$ cat config.mk
export PLATFORM = sky130hd
export DESIGN_NAME = axi_svt_reg_slice
export DESIGN_NICKNAME = d
export VERILOG_FILES = /design/src/rtl/axi_svt_reg_slice.sv
export SDC_FILE = /design/constraint.sdc
export NUM_CORES = 1
export LEC_CHECK = 0
export CORE_MARGIN = 3
export CORE_UTILIZATION = 40
export CTS_CLUSTER_DIAMETER = 30
export DETAILED_ROUTE_END_ITERATION = 8
export GPL_ROUTABILITY_DRIVEN = 0
export GPL_TIMING_DRIVEN = 1
export PLACE_DENSITY = 0.64
export SKIP_CTS_REPAIR_TIMING = 1
export SLEW_MARGIN = 15
export SYNTH_ARGS = -nofsm -noshare
export SYNTH_HDL_FRONTEND = slang
export SYNTH_SLANG_ARGS = --single-unit
$ cat constraint.sdc
create_clock -name aclk -period 3 [get_ports aclk]
set_input_delay 0.3 -clock aclk [delete_from_list [all_inputs] [get_ports aclk]]
set_output_delay 0.3 -clock aclk [all_outputs]
set_load 0.02 [all_outputs]
$ cat src/rtl/axi_svt_reg_slice.sv
// AXI register slice: AW, W, B, AR and R each pass through an independent
// channel stage configured as bypass (0), full 2-entry skid (1) or forward (2).
// Optional macro AXI_SVT_REG_SLICE_WID_EN adds wid_m/wid_s to the W channel.

module axi_svt_reg_slice_chan #(
  parameter int unsigned Width = 8,
  parameter int unsigned Mode  = 1
) (
  input  logic             aclk,
  input  logic             aresetn,
  input  logic             valid_in,
  input  logic [Width-1:0] payload_in,
  output logic             ready_out,
  output logic             valid_out,
  output logic [Width-1:0] payload_out,
  input  logic             ready_in
);

  if (Mode == 0) begin : g_bypass
    logic unused_clk_rst;
    assign unused_clk_rst = aclk ^ aresetn;
    assign valid_out      = valid_in;
    assign payload_out    = payload_in;
    assign ready_out      = ready_in;
  end else if (Mode == 2) begin : g_fwd
    logic             valid_q;
    logic [Width-1:0] data_q;

    assign ready_out   = !valid_q | ready_in;
    assign valid_out   = valid_q;
    assign payload_out = data_q;

    // Single stage: reload whenever the held beat leaves or the stage is empty
    always_ff @(posedge aclk or negedge aresetn) begin
      if (!aresetn) begin
        valid_q <= 1'b0;
        data_q  <= '0;
      end else if (ready_out) begin
        valid_q <= valid_in;
        if (valid_in) data_q <= payload_in;
      end
    end
  end else begin : g_full
    typedef enum logic [1:0] {StEmpty, StOne, StTwo} state_e;

    state_e           state_q, state_d;
    logic [Width-1:0] main_q, main_d, skid_q, skid_d;
    logic             ready_q;
    logic             accept, drain;

    assign accept      = valid_in & ready_q;
    assign drain       = (state_q != StEmpty) & ready_in;
    assign valid_out   = (state_q != StEmpty);
    assign payload_out = main_q;
    assign ready_out   = ready_q;

    // Next-state: skid only fills when a beat arrives while main is stuck
    always_comb begin
      state_d = state_q;
      main_d  = main_q;
      skid_d  = skid_q;
      unique case (state_q)
        StEmpty: begin
          if (accept) begin
            main_d  = payload_in;
            state_d = StOne;
          end
        end
        StOne: begin
          if (accept && drain) begin
            main_d = payload_in;
          end else if (accept) begin
            skid_d  = payload_in;
            state_d = StTwo;
          end else if (drain) begin
            state_d = StEmpty;
          end
        end
        StTwo: begin
          if (drain) begin
            main_d  = skid_q;
            state_d = StOne;
          end
        end
        default: state_d = StEmpty;
      endcase
    end

    // State and payload registers; ready is registered so ready_in never reaches ready_out
    always_ff @(posedge aclk or negedge aresetn) begin
      if (!aresetn) begin
        state_q <= StEmpty;
        main_q  <= '0;
        skid_q  <= '0;
        ready_q <= 1'b0;
      end else begin
        state_q <= state_d;
        main_q  <= main_d;
        skid_q  <= skid_d;
        ready_q <= (state_d != StTwo);
      end
    end
  end

endmodule

module axi_svt_reg_slice #(
  parameter int unsigned ADDR_WIDTH = 32,
  parameter int unsigned DATA_WIDTH = 64,
  parameter int unsigned ID_WIDTH   = 4,
  parameter int unsigned LEN_WIDTH  = 8,
  parameter int unsigned AW_MODE    = 1,
  parameter int unsigned AR_MODE    = 1,
  parameter int unsigned W_MODE     = 1,
  parameter int unsigned R_MODE     = 1,
  parameter int unsigned B_MODE     = 1
) (
  input  logic                    aclk,
  input  logic                    aresetn,
  // AW
  input  logic                    awvalid_m,
  input  logic [ADDR_WIDTH-1:0]   awaddr_m,
  input  logic [LEN_WIDTH-1:0]    awlen_m,
  input  logic [2:0]              awsize_m,
  input  logic [1:0]              awburst_m,
  input  logic [1:0]              awlock_m,
  input  logic [3:0]              awcache_m,
  input  logic [2:0]              awprot_m,
  input  logic [ID_WIDTH-1:0]     awid_m,
  output logic                    awready_m,
  output logic                    awvalid_s,
  output logic [ADDR_WIDTH-1:0]   awaddr_s,
  output logic [LEN_WIDTH-1:0]    awlen_s,
  output logic [2:0]              awsize_s,
  output logic [1:0]              awburst_s,
  output logic [1:0]              awlock_s,
  output logic [3:0]              awcache_s,
  output logic [2:0]              awprot_s,
  output logic [ID_WIDTH-1:0]     awid_s,
  input  logic                    awready_s,
  // AR
  input  logic                    arvalid_m,
  input  logic [ADDR_WIDTH-1:0]   araddr_m,
  input  logic [LEN_WIDTH-1:0]    arlen_m,
  input  logic [2:0]              arsize_m,
  input  logic [1:0]              arburst_m,
  input  logic [1:0]              arlock_m,
  input  logic [3:0]              arcache_m,
  input  logic [2:0]              arprot_m,
  input  logic [ID_WIDTH-1:0]     arid_m,
  output logic                    arready_m,
  output logic                    arvalid_s,
  output logic [ADDR_WIDTH-1:0]   araddr_s,
  output logic [LEN_WIDTH-1:0]    arlen_s,
  output logic [2:0]              arsize_s,
  output logic [1:0]              arburst_s,
  output logic [1:0]              arlock_s,
  output logic [3:0]              arcache_s,
  output logic [2:0]              arprot_s,
  output logic [ID_WIDTH-1:0]     arid_s,
  input  logic                    arready_s,
  // W
  input  logic                    wvalid_m,
  input  logic                    wlast_m,
  input  logic [DATA_WIDTH-1:0]   wdata_m,
  input  logic [DATA_WIDTH/8-1:0] wstrb_m,
`ifdef AXI_SVT_REG_SLICE_WID_EN
  input  logic [ID_WIDTH-1:0]     wid_m,
  output logic [ID_WIDTH-1:0]     wid_s,
`endif
  output logic                    wready_m,
  output logic                    wvalid_s,
  output logic                    wlast_s,
  output logic [DATA_WIDTH-1:0]   wdata_s,
  output logic [DATA_WIDTH/8-1:0] wstrb_s,
  input  logic                    wready_s,
  // R
  input  logic                    rvalid_s,
  input  logic                    rlast_s,
  input  logic [DATA_WIDTH-1:0]   rdata_s,
  input  logic [1:0]              rresp_s,
  input  logic [ID_WIDTH-1:0]     rid_s,
  output logic                    rready_s,
  output logic                    rvalid_m,
  output logic                    rlast_m,
  output logic [DATA_WIDTH-1:0]   rdata_m,
  output logic [1:0]              rresp_m,
  output logic [ID_WIDTH-1:0]     rid_m,
  input  logic                    rready_m,
  // B
  input  logic                    bvalid_s,
  input  logic [1:0]              bresp_s,
  input  logic [ID_WIDTH-1:0]     bid_s,
  output logic                    bready_s,
  output logic                    bvalid_m,
  output logic [1:0]              bresp_m,
  output logic [ID_WIDTH-1:0]     bid_m,
  input  logic                    bready_m
);

  localparam int unsigned AxWidth = ADDR_WIDTH + LEN_WIDTH + 3 + 2 + 2 + 4 + 3 + ID_WIDTH;
`ifdef AXI_SVT_REG_SLICE_WID_EN
  localparam int unsigned WWidth  = ID_WIDTH + 1 + DATA_WIDTH + DATA_WIDTH / 8;
`else
  localparam int unsigned WWidth  = 1 + DATA_WIDTH + DATA_WIDTH / 8;
`endif
  localparam int unsigned RWidth  = 1 + DATA_WIDTH + 2 + ID_WIDTH;
  localparam int unsigned BWidth  = 2 + ID_WIDTH;

  logic [AxWidth-1:0] aw_in, aw_out, ar_in, ar_out;
  logic [WWidth-1:0]  w_in, w_out;
  logic [RWidth-1:0]  r_in, r_out;
  logic [BWidth-1:0]  b_in, b_out;

  assign aw_in = {awaddr_m, awlen_m, awsize_m, awburst_m, awlock_m, awcache_m, awprot_m, awid_m};
  assign {awaddr_s, awlen_s, awsize_s, awburst_s, awlock_s, awcache_s, awprot_s, awid_s} = aw_out;
  assign ar_in = {araddr_m, arlen_m, arsize_m, arburst_m, arlock_m, arcache_m, arprot_m, arid_m};
  assign {araddr_s, arlen_s, arsize_s, arburst_s, arlock_s, arcache_s, arprot_s, arid_s} = ar_out;
`ifdef AXI_SVT_REG_SLICE_WID_EN
  assign w_in = {wid_m, wlast_m, wdata_m, wstrb_m};
  assign {wid_s, wlast_s, wdata_s, wstrb_s} = w_out;
`else
  assign w_in = {wlast_m, wdata_m, wstrb_m};
  assign {wlast_s, wdata_s, wstrb_s} = w_out;
`endif
  assign r_in = {rlast_s, rdata_s, rresp_s, rid_s};
  assign {rlast_m, rdata_m, rresp_m, rid_m} = r_out;
  assign b_in = {bresp_s, bid_s};
  assign {bresp_m, bid_m} = b_out;

  axi_svt_reg_slice_chan #(.Width(AxWidth), .Mode(AW_MODE)) u_aw (
    .aclk(aclk), .aresetn(aresetn),
    .valid_in(awvalid_m), .payload_in(aw_in), .ready_out(awready_m),
    .valid_out(awvalid_s), .payload_out(aw_out), .ready_in(awready_s)
  );

  axi_svt_reg_slice_chan #(.Width(AxWidth), .Mode(AR_MODE)) u_ar (
    .aclk(aclk), .aresetn(aresetn),
    .valid_in(arvalid_m), .payload_in(ar_in), .ready_out(arready_m),
    .valid_out(arvalid_s), .payload_out(ar_out), .ready_in(arready_s)
  );

  axi_svt_reg_slice_chan #(.Width(WWidth), .Mode(W_MODE)) u_w (
    .aclk(aclk), .aresetn(aresetn),
    .valid_in(wvalid_m), .payload_in(w_in), .ready_out(wready_m),
    .valid_out(wvalid_s), .payload_out(w_out), .ready_in(wready_s)
  );

  axi_svt_reg_slice_chan #(.Width(RWidth), .Mode(R_MODE)) u_r (
    .aclk(aclk), .aresetn(aresetn),
    .valid_in(rvalid_s), .payload_in(r_in), .ready_out(rready_s),
    .valid_out(rvalid_m), .payload_out(r_out), .ready_in(rready_m)
  );

  axi_svt_reg_slice_chan #(.Width(BWidth), .Mode(B_MODE)) u_b (
    .aclk(aclk), .aresetn(aresetn),
    .valid_in(bvalid_s), .payload_in(b_in), .ready_out(bready_s),
    .valid_out(bvalid_m), .payload_out(b_out), .ready_in(bready_m)
  );

endmodule

==> impl_results.md, run 1 <==
- Status: finished clean
- Syn_nets: 1777
- Clock tree from TritonCTS: done
- Vias per inst: 4.99
- Min Hold Slack: 0.242 ns
- DRC: 0
- Seq pwr share: 31.3%
- Core Box Area: 58100 µm²
- Peak VDD IR: 0.772 mV
- Internal power: 29300 µW
- Critical Path RT: 2.70 ns
- Initial antenna violation count: 19
- Starting density of the core: just over 40%
- Fin Setup TNS: 0 ns
- Mapped Area: 23700 µm²
- First-pass GRT wire length: between 100 and 150 mm
- Critical path's slowest cell: clkdlybuf4s50_1
- Cell Pwr Density: 1200 nW/µm²
- Seq/Total Area, Yosys: just under 60%
- TritonCTS Buffers: between 100 and 150
- CTS H-Tree Depth: 4
- Clock power frac: 34.9%
- Ratio of cells with drive above 1 in the final layout: 47.9%
- Final Hold Fails: 0
- Worst Setup Start Kind: register
- Yosys Warn Count: 0
- Worst-Skew Late Latency: about 0.68 ns
- Routed vias: 15100
- Worst hold-check path type: primary input to async pin
- Die area: 62200 µm²
- Slew Limit Fails: 0
- Setup CP Type: register to primary output
- Fmax achieved: 0.425 GHz
- Synth-to-layout area growth: 47.6%
- Net Sw Frac: 30.3%
- Antenna Violating Nets Remaining: 0
- Tcrit/Tclk final: 78.5%
- Psw: 12700 µW
- Total track usage: 20.9%
- Top cell family by delay on the critical path: buffers and inverters
- Synthesis-stage register bit count: 547
- Drt total wl: ~65 mm
- Total congestion overflow: 0
- Root Driver: clkbuf_16
- Drt first pass iters: 4
- Drt initial violations: 574
- Synth Instances: 1499
- Final setup viols: 0
- Row count: 88
- FFs w/ async S/R, synth: 100%
- Leak: about 0.014 µW
- Clk_skew: 0.0265 ns
- CP endpoint kind: primary output
- Clock slew at reported path FFs: 0.05 ns
- DP HPWL: 45.0 mm
- Worst-margin pin slew: 0.879 ns
- Max Cap Viol: 0
- Critical path cell sequence: or2_1 > clkdlybuf4s50_1
- DR WL/cell: ~22 µm
- Syn avg cell area: 15.8 µm²
- Max incr delay on CP: approximately 0.7 ns
- Fillers: 4358
- I/O Pins: 554
- Crit path buffers/inverters: 1
- Port bufs: 553
- Yosys cell types: 29
- Bufs on Longest Clock Path: 3
- Die width: roughly 250 µm
- Logic gate share of total power: between 30 and 40%
- Ys flop type: dfrtp_1
- Unrepaired setup endpoints after global routing: false
- Number of global-route vias before repair: 16800
- Clock sinks: about 550
- Chip height: 249 µm
- Slew HR: around two fifths
- CP max FO: 8
- Minimum clock period after layout: between 2 and 2.5 ns
- Post-synth EDFFs: 0
- Pin count of the biggest net entering global routing: 92
- Arr. time, crit path: 2.05 ns
- Nets: between 2000 and 2500
## area by class of cell
| cell class | count | area, µm² | area share [%] |
|---|---|---|---|
| Multi-Input combinational cell | 865 | 9580 | 27.4 |
| Antenna cell | 11 | 27.5 | 0.0787 |
| Clock buffer | 176 | 3800 | 10.9 |
| Tap cell | 765 | 957 | 2.74 |
| Inverter | 5 | 18.8 | 0.0536 |
| Clock inverter | 60 | 843 | 2.41 |
| Sequential cell | 547 | 13700 | 39.1 |
| Timing Repair Buffer | 595 | 6070 | 17.3 |
## through the flow
stage	std cells	power (µW)	utilization (%)	setup slack, ns	instance area [µm²]
final	3024	41900	60.2	0.646	35000
after global routing	3018	44000	60.2	0.532	35000
after CTS	3012	42500	60.1	0.551	35000
after detailed placement	2776	27500	52.1	0.617	30300
after global placement	2776	27100	52.1	0.636	30300
after floorplan	1499	20900	-	1.22	23700
## worst register-to-register path, cell delays in order (launching register included)
cell	delay [ns]
dfrtp_1	0.46
nor2b_4	0.51
buf_12	0.34
mux2_2	0.40
mux2_2	0.26
## synthesized netlist by cell type (2+ instances only)
cell type  count  area share [%]
nor2b_1        9            0.24
mux2_2       798              38
mux2i_1        4            0.17
buf_2         60             1.3
nand3b_1       6            0.19
a21o_1         5            0.16
nand4b_1       8            0.30
nand2_1        6           0.095
inv_1          5           0.079
o211ai_2       2            0.11
o221ai_1       3            0.11
buf_6         10            0.47
buf_4         11            0.35
or2_2          2           0.053
dfrtp_1      547              58
or2_1          3           0.079
nand2b_1       6            0.16
nor3b_2        3            0.16
## worst paths after layout
kind,start,endpoint,slack [ns],cells past startpoint
min,aresetn,u_r.payload_out[46],0.24,2
min in group aclk,rdata_s[52],u_r.g_full.skid_q[58],0.26,2
max reg2reg,u_w.g_full.state_q[1],u_w.payload_out[33],0.90,4
min reg2reg,u_w.g_full.skid_q[65],u_w.g_full.skid_q[65],0.50,1
max in group asynchronous,aresetn,u_aw.payload_out[30],1.81,3
max,u_w.g_full.state_q[1],wvalid_s,0.65,2
## registers in the layout, indices dropped and copies added, names as in the netlist, 2 cells and up
signal / count
u_aw.g_full.state_q: 2
u_r.g_full.skid_q: 71
u_r.g_full.state_q: 2
u_aw.g_full.skid_q: 58
u_w.g_full.state_q: 2
u_b.g_full.state_q: 2
u_ar.g_full.state_q: 2
u_w.payload_out: 73
u_b.g_full.skid_q: 6
u_w.g_full.skid_q: 73
u_r.payload_out: 71
u_ar.g_full.skid_q: 58
u_b.payload_out: 6
u_ar.payload_out: 58
u_aw.payload_out: 58
## cell families after synthesis
group                  count (synthesis)  synth area share, %
multiplexers                         802                 38.1
flip-flops                           547                 57.7
buffers and inverters                 87                 2.18
AND/OR/NAND/NOR                       46                 1.35
AO/OA/AOI/OAI                         16                0.617
XOR/XNOR                               1               0.0369
## placed cells by master (no fill, tap or decap), types with 3 or more instances in the layout
cell type,instances
a21o_1,5
buf_12,17
buf_4,24
bufinv_16,17
clkbuf_1,15
clkbuf_16,136
clkbuf_8,25
clkdlybuf4s50_1,552
clkinv_2,25
clkinv_4,5
clkinv_8,3
clkinvlp_4,5
dfrtp_1,547
diode_2,11
inv_1,5
inv_16,3
mux2_2,798
mux2i_1,4
nand2_1,6
nand2b_1,6
nand3b_1,6
nand4b_1,8
nor2b_1,6
nor2b_4,4
o211ai_4,3
o221ai_1,3
or2_1,3
## power groups by stage
stage	logic [µW]	registers (µW)	clock network, µW
after CTS	14400	13200	14900
after global routing	15000	13700	15300
after global placement	14100	13000	0
after detailed placement	14300	13200	0
final	14200	13100	14600
after floorplan	5930	15000	0
## metal layers
metal	global-route usage, %	vias up	wire length, µm
met2	35.3	438	33200
li1	-	6802	-
met5	0	-	92
met3	8.33	103	5080
met4	7.44	14	1350
met1	24.1	7745	25300
No activity file was read; power rests on OpenSTA's default activity.
==> run 2, diff against run 1 <==
PLACE_DENSITY = 0.67   (was 0.64)
clock period = 2 ns   (was 3 ns; I/O delays follow)
==> run 2 against run 1 <==
- global-route usage decreased by 0.90 points
- via count rose by 0.74%
- non-clock buffer count is 22 higher
- highest routed layer unchanged
- count of clock-buffer cells in the layout up 4
- critical path depth down 1
- clock skew fell by 0.00071 ns
- total power grew 51%
==> impl_results.md, run 2 (synthesized netlist as in run 1, its figures left out) <==
- Final setup viols: 0 (unchanged)
- TritonCTS Buffers: 131 (-0.76%)
- Drt total wl: 62.6 mm (-3.8%)
- Max incr delay on CP: 0.71 ns (+0.02 ns)
- Total track usage: 20.0% (-0.90 points)
- Leak: 0.0146 µW (+1.6%)
- CP endpoint kind: primary output
- Peak VDD IR: 1.39 mV (+80%)
- Cell Pwr Density: 1780 nW/µm² (+49%)
- Most frequent cells in the layout: mux2_2 (798), dfrtp_1 (547), clkdlybuf4s50_1 (543)
- Slew Limit Fails: 0 (unchanged)
- Clock power frac: 34.9% (about the same)
- Number of global-route vias before repair: 16800 (-0.12%)
- Ratio of cells with drive above 1 in the final layout: 48.3% (+0.35 points)
- Chip height: 249 µm (unchanged)
- CTS H-Tree Depth: 4 (unchanged)
- Seq pwr share: 31.2% (about the same)
- Drt first pass iters: 4 (unchanged)
- Vias per inst: 4.98 (-0.28%)
- DR WL/cell: 20.5 µm (-4.7%)
- Internal power: 44300 µW (+51%)
- Placed cells: 2798 (+0.79%)
- Core Box Area: 58100 µm² (unchanged)
- Tcrit/Tclk final: a little over nine tenths
- Critical path's slowest cell: clkdlybuf4s50_1
- Top cell family by delay on the critical path: buffers and inverters
- Fin Setup TNS: 0 ns (unchanged)
- Net Sw Frac: 29.9% (-0.36 points)
- Final WS setup: 0.0562 ns (-0.590 ns)
- Pin count of the biggest net entering global routing: 66 (-28%)
- Routed vias: 15200 (+0.74%)
- Final Hold Fails: 0 (unchanged)
- Clk_skew: 0.0258 ns (-0.000715 ns)
- Critical path depth: 1 (-1)
- Psw: 18900 µW (+49%)
- Fmax achieved: between 0.5 and 0.6 GHz
- Starting density of the core: 40.8% (unchanged)
- Worst Setup Start Kind: register
- Drt initial violations: 488 (-15%)
- Clock slew at reported path FFs: 0.04 ns (about the same)
- Total congestion overflow: 0 (unchanged)
- Minimum clock period after layout: 1.94 ns
- Worst-margin pin slew: 0.688 ns (-0.191 ns)
- Root Driver: clkbuf_16
- Setup CP Type: register to primary output
- Setup slack at placement: -0.0117 ns (-0.628 ns)
- Max Cap Viol: 0 (unchanged)
- Initial antenna violation count: 18 (-1)
- Crit path buffers/inverters: 1 (unchanged)
- Clock sinks: 547 (unchanged)
- Status: finished clean
- R2R depth: 4 (unchanged)
- Min Hold Slack: 0.149 ns (-0.0937 ns)
- Critical path cell sequence: clkdlybuf4s50_1
- DRC: 0 (unchanged)
- Unrepaired setup endpoints after global routing: false
- Antenna Violating Nets Remaining: 0 (unchanged)
- Port bufs: 553 (unchanged)
- Slew HR: 54.2% (+13 points)
- Die width: 249 µm (unchanged)
- Worst hold-check path type: primary input to async pin
- Nets: 2445 (+0.87%)
- First-pass GRT wire length: 97.3 mm (-3.4%)
- DP HPWL: 43.6 mm (-3.2%)
- Worst-Skew Late Latency: 0.68 ns (about the same)
- Most common cell after layout, fill and taps aside: mux2_2
- I/O Pins: 554 (unchanged)
- Bufs on Longest Clock Path: 3 (unchanged)
- Critical Path RT: 1.80 ns (-0.90 ns)
- Synth-to-layout area growth: 49.4%
- Layout Cells excl Fill: 3055 (+1.0%)
- CP max FO: 2 (-6)
- Logic gate share of total power: 33.9% (about the same)
- Row count: 88 (unchanged)
- Arr. time, crit path: 1.74 ns (-0.31 ns)
- Clock tree from TritonCTS: done
- Die area: 62200 µm² (unchanged)
-- run 2: worst register-to-register path: stages (launching register included) --
cell and delay (ns):
dfrtp_1 0.44, nand3b_1 0.30, o21ai_4 0.23, buf_12 0.29, mux2_2 0.43
-- run 2: per-stage QoR --
step / utilization, % / cell area [µm²] / total power (µW)
after floorplan: - / 23700 / 31400
after CTS: 60.8 / 35300 / 64100
after global routing: 60.9 / 35400 / 66200
after detailed placement: 52.8 / 30700 / 41400
final: 60.9 / 35400 / 63200
after global placement: 52.8 / 30700 / 40800
-- run 2: worst paths after layout --
| kind | start | endpoint | slack [ns] |
|---|---|---|---|
| worst max-delay path | u_r.payload_out[10] | rdata_m[4] | 0.06 |
| worst min-delay path | aresetn | u_r.payload_out[26] | 0.15 |
| worst max register to register | u_r.g_full.state_q[1] | u_r.payload_out[24] | 0.18 |
| worst min register to register | u_w.g_full.skid_q[33] | u_w.g_full.skid_q[33] | 0.49 |
| max in group asynchronous | aresetn | u_w.g_full.state_q[1] | 1.09 |
| min in group aclk | rdata_s[54] | u_r.g_full.skid_q[60] | 0.16 |
-- run 2: layout make-up --
class | count | area (µm²)
tap | 765 | 957
sequential | 547 | 13700
fill | 4332 | 22700
antenna | 17 | 42.5
inverter | 5 | 18.8
clock inverter | 59 | 886
multi-input combinational | 865 | 9580
clock buffer | 180 | 3790
timing repair buffer | 617 | 6450
-- run 2: power by group through the flow --
stage | combinational, µW | sequential [µW] | clock (µW)
global placement | 21200 | 19500 | 0
detailed placement | 21600 | 19800 | 0
CTS | 21800 | 19800 | 22500
finish | 21400 | 19700 | 22100
floorplan | 8890 | 22500 | 0
global route | 22600 | 20500 | 23100
-- run 2: routing by layer --
metal  wire, µm  part of all wire, %  global-route usage (%)  up-vias
met5         67                 0.11                       0        -
li1           -                    -                       -     6859
met2      31900                   51                    33.8      432
met1      24300                   39                    22.5     7771
met4       2180                  3.5                    10.1        8
met3       4140                  6.6                    7.04      144
